$ cat src/rtl/apb3_cmd_master.sv
// rtl/apb3_cmd_master.sv - command/response front end driving an APB3 master port
//
// Accepts one command at a time on a valid/ready interface, runs it as an APB3
// SETUP/ACCESS transfer on the selected slave, and returns the read data or an
// error on a valid/ready response interface.
//
// Ports:
//   clk, rst                  single rising-edge clock, synchronous active-high reset
//   cmd_valid/cmd_ready       command handshake (ready only while idle)
//   cmd_write, cmd_slave,
//   cmd_addr, cmd_wdata       command fields, captured on the handshake
//   rsp_valid/rsp_ready       response handshake
//   rsp_rdata, rsp_error      read data (0 for writes/errors), timeout or bad-slave flag
//   apb3_paddr..apb3_pwdata   APB3 master outputs, one-hot psel
//   apb3_pready, apb3_prdata  per-slave APB3 inputs; only the selected slave is used
module apb3_cmd_master #(
    parameter int APB_ADDR_WIDTH_P   = 16,
    parameter int APB_DATA_WIDTH_P   = 32,
    parameter int APB_NR_OF_SLAVES_P = 2,
    parameter int TIMEOUT_P          = 256
) (
    input  logic                                                 clk,
    input  logic                                                 rst,
    input  logic                                                 cmd_valid,
    output logic                                                 cmd_ready,
    input  logic                                                 cmd_write,
    input  logic [7:0]                                           cmd_slave,
    input  logic [APB_ADDR_WIDTH_P-1:0]                          cmd_addr,
    input  logic [APB_DATA_WIDTH_P-1:0]                          cmd_wdata,
    output logic                                                 rsp_valid,
    input  logic                                                 rsp_ready,
    output logic [APB_DATA_WIDTH_P-1:0]                          rsp_rdata,
    output logic                                                 rsp_error,
    output logic [APB_ADDR_WIDTH_P-1:0]                          apb3_paddr,
    output logic [APB_NR_OF_SLAVES_P-1:0]                        apb3_psel,
    output logic                                                 apb3_penable,
    output logic                                                 apb3_pwrite,
    output logic [APB_DATA_WIDTH_P-1:0]                          apb3_pwdata,
    input  logic [APB_NR_OF_SLAVES_P-1:0]                        apb3_pready,
    input  logic [APB_NR_OF_SLAVES_P-1:0][APB_DATA_WIDTH_P-1:0]  apb3_prdata
);

    typedef enum logic [1:0] {
        IDLE   = 2'd0,
        SETUP  = 2'd1,
        ACCESS = 2'd2,
        RESP   = 2'd3
    } state_t;

    localparam logic [8:0]  NR_SLAVES    = 9'(APB_NR_OF_SLAVES_P);
    // The counter holds the number of completed ACCESS cycles, so the
    // TIMEOUT_P-th ACCESS cycle is the one where it reads TIMEOUT_P-1.
    localparam logic [15:0] LAST_ACC_CNT = 16'(TIMEOUT_P - 1);

    state_t                         state;
    state_t                         state_nxt;
    logic [15:0]                    acc_cnt;
    logic [7:0]                     slave_q;
    logic                           slave_ok;
    logic                           timeout;
    logic [APB_NR_OF_SLAVES_P-1:0]  sel_onehot;
    logic                           sel_ready;
    logic [APB_DATA_WIDTH_P-1:0]    sel_rdata;

    assign slave_ok = ({1'b0, cmd_slave} < NR_SLAVES);
    assign timeout  = (acc_cnt == LAST_ACC_CNT);

    // Decode the registered slave index once; pready/prdata of every other
    // slave never reach the datapath.
    always_comb begin
        sel_onehot = '0;
        sel_ready  = 1'b0;
        sel_rdata  = '0;
        for (int i = 0; i < APB_NR_OF_SLAVES_P; i++) begin
            if (slave_q == 8'(i)) begin
                sel_onehot[i] = 1'b1;
                sel_ready     = apb3_pready[i];
                sel_rdata     = apb3_prdata[i];
            end
        end
    end

    always_ff @(posedge clk) begin
        if (rst) begin
            state <= IDLE;
        end else begin
            state <= state_nxt;
        end
    end

    always_comb begin
        state_nxt = state;
        case (state)
            IDLE:    if (cmd_valid) state_nxt = slave_ok ? SETUP : RESP;
            SETUP:   state_nxt = ACCESS;
            ACCESS:  if (sel_ready || timeout) state_nxt = RESP;
            RESP:    if (rsp_ready) state_nxt = IDLE;
            default: state_nxt = IDLE;
        endcase
    end

    always_ff @(posedge clk) begin
        if (rst) begin
            acc_cnt     <= '0;
            slave_q     <= '0;
            apb3_paddr  <= '0;
            apb3_pwrite <= 1'b0;
            apb3_pwdata <= '0;
            rsp_rdata   <= '0;
            rsp_error   <= 1'b0;
        end else begin
            case (state)
                IDLE: begin
                    if (cmd_valid) begin
                        slave_q     <= cmd_slave;
                        apb3_paddr  <= cmd_addr;
                        apb3_pwrite <= cmd_write;
                        apb3_pwdata <= cmd_wdata;
                        acc_cnt     <= '0;
                        if (!slave_ok) begin
                            rsp_error <= 1'b1;
                            rsp_rdata <= '0;
                        end
                    end
                end
                ACCESS: begin
                    acc_cnt <= acc_cnt + 16'd1;
                    // A ready on the final allowed cycle still wins over timeout.
                    if (sel_ready) begin
                        rsp_error <= 1'b0;
                        rsp_rdata <= apb3_pwrite ? '0 : sel_rdata;
                    end else if (timeout) begin
                        rsp_error <= 1'b1;
                        rsp_rdata <= '0;
                    end
                end
                default: ;
            endcase
        end
    end

    // cmd_ready is masked by rst so it reads 0 for the whole reset pulse.
    assign cmd_ready    = (state == IDLE) && !rst;
    assign rsp_valid    = (state == RESP);
    assign apb3_psel    = ((state == SETUP) || (state == ACCESS)) ? sel_onehot : '0;
    assign apb3_penable = (state == ACCESS);

endmodule

$ cat config.mk
export PLATFORM = sky130hd
export DESIGN_NAME = apb3_cmd_master
export DESIGN_NICKNAME = d
export VERILOG_FILES = /design/src/rtl/apb3_cmd_master.sv
export SDC_FILE = /design/constraint.sdc
export NUM_CORES = 1
export LEC_CHECK = 0
export BUFFER_PORTS_ARGS = -buffer_cell sky130_fd_sc_hd__buf_2
export CORE_MARGIN = 1
export CORE_UTILIZATION = 28
export DETAILED_ROUTE_END_ITERATION = 10
export GPL_TIMING_DRIVEN = 0
export PLACE_DENSITY = 0.51
export SKIP_LAST_GASP = 1
export SYNTH_ARGS = -nofsm -noshare
export SYNTH_HDL_FRONTEND = slang
export SYNTH_SLANG_ARGS = --single-unit
$ cat constraint.sdc
create_clock -name clk -period 2.52 [get_ports clk]
set_input_delay 0.252 -clock clk [delete_from_list [all_inputs] [get_ports clk]]
set_output_delay 0.252 -clock clk [all_outputs]
set_load 0.01 [all_outputs]
## After elaboration in Yosys (flattened, before gate mapping)

Index checks and enable logic that the tools add are counted.
W data, S select, Z words.

| storage, ports and cells | value |
|---|---|
| input bits | 127 |
| output and inout bits | 87 |
| logic and storage cells | 56 |
| bits in registers | 108 |

| cells by class | value |
|---|---|
| reductions and logical operators | 11 |
| $lt $le $gt $ge | 1 |
| equality and inequality tests | 10 |
| multiplexer cells | 25 |
| $add $sub $neg | 1 |

Operator list:

| kind | count |
|---|---|
| $mux W32 | 7 |
| $pmux W32 S2 | 1 |
| $pmux W16 S2 | 1 |
| $add A16 B1 Y16 const B | 1 |
| $eq A16 B8 Y1 const B | 1 |
| $mux W16 | 1 |
| $mux W2 | 5 |
| $eq A8 B1 Y1 const B | 1 |
| $logic_not A8 Y1 | 1 |
| $lt A8 B2 Y1 const B | 1 |
| $mux W1 | 8 |
| $pmux W2 S4 | 1 |
| $eq A2 B2 Y1 const B | 2 |
| $ne A2 B1 Y1 const B | 2 |
| $ne A2 B2 Y1 const B | 2 |
| $reduce_and A2 Y1 | 2 |
| $reduce_and A4 Y1 | 1 |
| $ne A3 B1 Y1 const B | 1 |
| $reduce_and A3 Y1 | 1 |
| $eq A2 B1 Y1 const B | 1 |
| $logic_not A2 Y1 | 1 |
| $logic_or A1 B1 Y1 | 2 |
| $pmux W1 S2 | 1 |
| $reduce_bool A2 Y1 | 1 |
| other kinds (2) | 2 |

## Depth between registers and ports, before layout

| logic depth | value |
|---|---|
| depth in word-level cells | 6 |
| mapped depth | 8 |
| depth with buffers taken out | 6 |

## Worst setup path before layout

No wires, ideal clock.

| timing path | value |
|---|---|
| path kind | register to register |
| start | register state[0] |
| end | register acc_cnt[15] |
| arrival | 1.862 ns |
| clock period less this slack | 1.932 ns |
| cell stages (with the launch flop) | 8 |
| setup slack | 0.588 ns |
| path buffers | 1 |
| cell sequence | dfxtp_1 > inv_1 > ha_1 > buf_2 > mux2i_1 > or3_1 > or4_1 > a21oi_1 |

| on the way | value |
|---|---|
| cells in the longest elaborated chain, start to end | 3 |

Ends and longest elaborated chain:

| element | RTL line | RTL |
|---|---|---|
| from (decl) | 55 | `state_t state;` |
| from (signal assigned) | 87 | `state <= state_nxt;` |
| $eq A2 B2 Y1 / $logic_not A2 Y1 (equally long branches) | 112 | `case (state)` |
| $reduce_bool A2 Y1 (no line) / $ne A2 B2 Y1 (equally long branches) | n/a |  |
| $reduce_and A2 Y1 (no line) | n/a |  |
| to (signal assigned) | 127 | `acc_cnt <= acc_cnt + 16'd1;` |
| to (decl) | 57 | `logic [15:0] acc_cnt;` |

Several ways; a longest one is shown, not always the timed one.
A chain may end at the register's enable or synchronous reset.

## Worst setup path in the final report

| timing path | value |
|---|---|
| start | register slave_q[0] |
| end | output port apb3_psel[1] |

| on the way | value |
|---|---|
| cells in the longest elaborated chain, start to end | 3 |

Ends and longest elaborated chain:

| element | RTL line | RTL |
|---|---|---|
| from (decl) | 58 | `logic [7:0] slave_q;` |
| from (signal assigned) | 115 | `slave_q <= cmd_slave;` |
| $eq A8 B1 Y1 | 75 | `if (slave_q == 8'(i)) begin` |
| $mux W1 | 75 |  |
| $mux W2 | 145 | `assign apb3_psel = ((state == SETUP) \|\| (state == ACCESS)) ? sel_onehot : '0;` |
| to (decl) | 35 | `output logic [APB_NR_OF_SLAVES_P-1:0] apb3_psel,` |

Every way passes these cells.

==> results.ini <==
[outcome]
outcome = complete, no violations

[worst_setup_path]
cp.required_ps = 2270
crit_fanout = 10
critical_path.max_stage_delay_ps = 590
path_class = reg -> out
cp-start-kind = flop
endpoint_kind = output pin
arrival_ps = 2110
cp_cell_sequence = clkbuf_1 > buf_1 > and3_1 > buf_2
slowest_stage = buf_1

[grt]
grt_pass1_wl_mm = 20.7
track_usage = 0.160
grt_overflow_total = 0
grt_max_degree = 18
antenna_found_initial = 0
grt_pass1_vias = 4275

[power_and_ir_drop]
power.total_mw = 5.25
switching_share = 0.330
ir_worst_vdd_uv = 501
p_sw_mw = 1.74
leakagePower_nw = 2.64
pwr-share-seq = 0.384
p_int_mw = 3.52
clock_power_share = 0.309
cellPowerDensity_nw_per_um2 = 852
p_comb_frac = 0.308

[routing]
drtPass1Iterations = 4
drc = 0
wl_mm = 13.1
avgViaCountPerCell = 4.55
drt-initial-drc-count = 127
via_count = 4366
avgRoutedWirePerCell_um = 13.7
ant_nets = 0

[cells_and_area]
final_area_um2 = 6160
postLayoutCoreUtil = 0.400
area_growth_pct = 37.2
layout_common_cells = 215 x buf_2, 127 x nand2_1, 108 x dfxtp_1, 65 x a21oi_1
n_fill_cell = 1648
layout-drive-gt1-share = 0.324
final_common_cell = buf_2
finalNonFillerCells = 960
num_antenna_cells = 0
nets = 875

[timing]
rsz0062_at_grt = false
min_period_over_period = 0.938
max_freq_mhz = 423
finalClockSkew_ps = 5.75
final-hold-violation-count = 0
setup_viol = 0
slew_viol_final = 0
min_period_ps = 2360
relSlewSlack = 0.409
tightest_slew_ps = 886
finalSetupTns_ps = 0

[clock_tree]
cts_tree = built
cts_buffer_depth = 2
clkLatencyLatePin_ps = 350
cts_buffers = 9
clk_pin_slew_ps = 70
htreeDepth = 3
post_cts_buffers = 0
cts_root_buf = clkbuf_16
clock-sinks = 108

[synthesis]
synth.avg_cell_area_um2 = 8.62
netlist_instances = 521
synth.net_count = 652
ys_seq_area_frac = 0.481
synth_async_sr_flop_share = 0
ys_types = 41
synth_warnings = 0
synth-edff-count = 0
synth-main-ff-cell = dfxtp_1
ys_ff_latch = 108
syn_area_um2 = 4490

[die]
io_pins = 214
core_um2 = 15400
die-area_um2 = 16600
initial_core_util = 0.291
die_w_um = 129
core.rowCount = 45
die_h_um = 129

[place]
placed_area_um2 = 5820
dp_hpwl_mm = 10.2
dp_cells = 944
gp_congestion = 0.756
io_buffers = 212

[min_path]
hold_class = in -> reg

[job]
drv_cap = 0

## metrics by stage
step	setup slack [ps]	hold slack, ps
after floorplan	588	388
after global placement	181	440
after detailed placement	187	445
after CTS	90.6	111
after global routing	22.5	121
final	155	129
## worst paths after layout
| path | start | to | slack [ps] | cells past startpoint |
|---|---|---|---|---|
| setup reg to reg | slave_q[0]$_SDFFE_PP0P_ | rsp_rdata[17]$_SDFFE_PP0P_ | 190 | 6 |
| setup / recovery | slave_q[0]$_SDFFE_PP0P_ | apb3_psel[1] | 160 | 4 |
| hold / removal | cmd_wdata[6] | apb3_pwdata[6]$_SDFFE_PP0P_ | 130 | 3 |
| hold reg to reg | apb3_pwdata[29]$_SDFFE_PP0P_ | apb3_pwdata[29]$_SDFFE_PP0P_ | 450 | 2 |
## registers in the layout, indices dropped and copies added (netlist names)
| name | flops |
|---|---|
| rsp_rdata | 32 |
| acc_cnt | 16 |
| state | 2 |
| slave_q | 8 |
| apb3_pwrite | 1 |
| apb3_pwdata | 32 |
| apb3_paddr | 16 |
| rsp_error | 1 |
## kinds of logic (layout without fill, tap and decap cells)
| family | Yosys count | count (layout) | share of synthesized area |
|---|---|---|---|
| adder cells (fa/ha/maj) | 4 | 4 | 0.0111 |
| XOR/XNOR | 8 | 8 | 0.0156 |
| AO/OA/AOI/OAI | 109 | 109 | 0.162 |
| AND/OR/NAND/NOR | 181 | 181 | 0.178 |
| buffers and inverters | 73 | 301 | 0.0669 |
| flip-flops | 108 | 108 | 0.481 |
| multiplexers | 38 | 38 | 0.0850 |
## power groups by stage
stage / clock network (mW) / registers, mW / logic, mW
floorplan: 0 / 2.12 / 0.982
global placement: 0 / 2.04 / 1.61
detailed placement: 0 / 2.05 / 1.64
CTS: 1.68 / 2.02 / 1.64
global route: 1.74 / 2.04 / 1.82
finish: 1.62 / 2.02 / 1.62
## routing by layer
layer,GRT usage,up-vias,share of wire
met5,0,-,0
met4,0.0394,0,0.0088
met3,0.0690,7,0.092
met2,0.276,171,0.47
met1,0.181,1966,0.43
li1,-,2222,-
## critical path, delay by kind of cell, from the launching register on
family / cells / cell delay [ps]
buffers and inverters: 3 / 1200
DFF: 1 / 310
and+or+nand+nor: 1 / 250
## synth_stat cells (3+ instances only)
master | count | area share
nand2_1 | 127 | 0.11
dfxtp_1 | 108 | 0.48
a21oi_1 | 65 | 0.072
inv_1 | 37 | 0.031
mux2i_1 | 37 | 0.082
o32ai_1 | 29 | 0.057
clkbuf_1 | 27 | 0.023
nor2_1 | 13 | 0.011
or3_1 | 7 | 0.0097
nand3_1 | 6 | 0.0067
xnor2_1 | 6 | 0.012
or4_1 | 5 | 0.0084
ha_1 | 4 | 0.011
nor4_1 | 4 | 0.0056
o21ai_0 | 4 | 0.0045
and3_1 | 3 | 0.0042
buf_1 | 3 | 0.0025
buf_2 | 3 | 0.0033
buf_6 | 3 | 0.0075
nand4_1 | 3 | 0.0042
o32ai_2 | 3 | 0.011
## layout make-up
class / instances / area (um^2) / share of cell area
buffer: 36 / 161 / 0.0262
sequential: 108 / 2160 / 0.351
inverter: 37 / 139 / 0.0225
tap: 211 / 264 / 0.0428
multi-input combinational: 340 / 2040 / 0.330
clock buffer: 10 / 229 / 0.0371
timing repair buffer: 212 / 1060 / 0.172
clock inverter: 6 / 111 / 0.0181
## repair_timing
action,4_1_cts,5_1_grt
gates resized for setup,0,1
setup endpoints to repair,0,22
hold buffers,0,0
No activity file was read; power rests on OpenSTA's default activity.
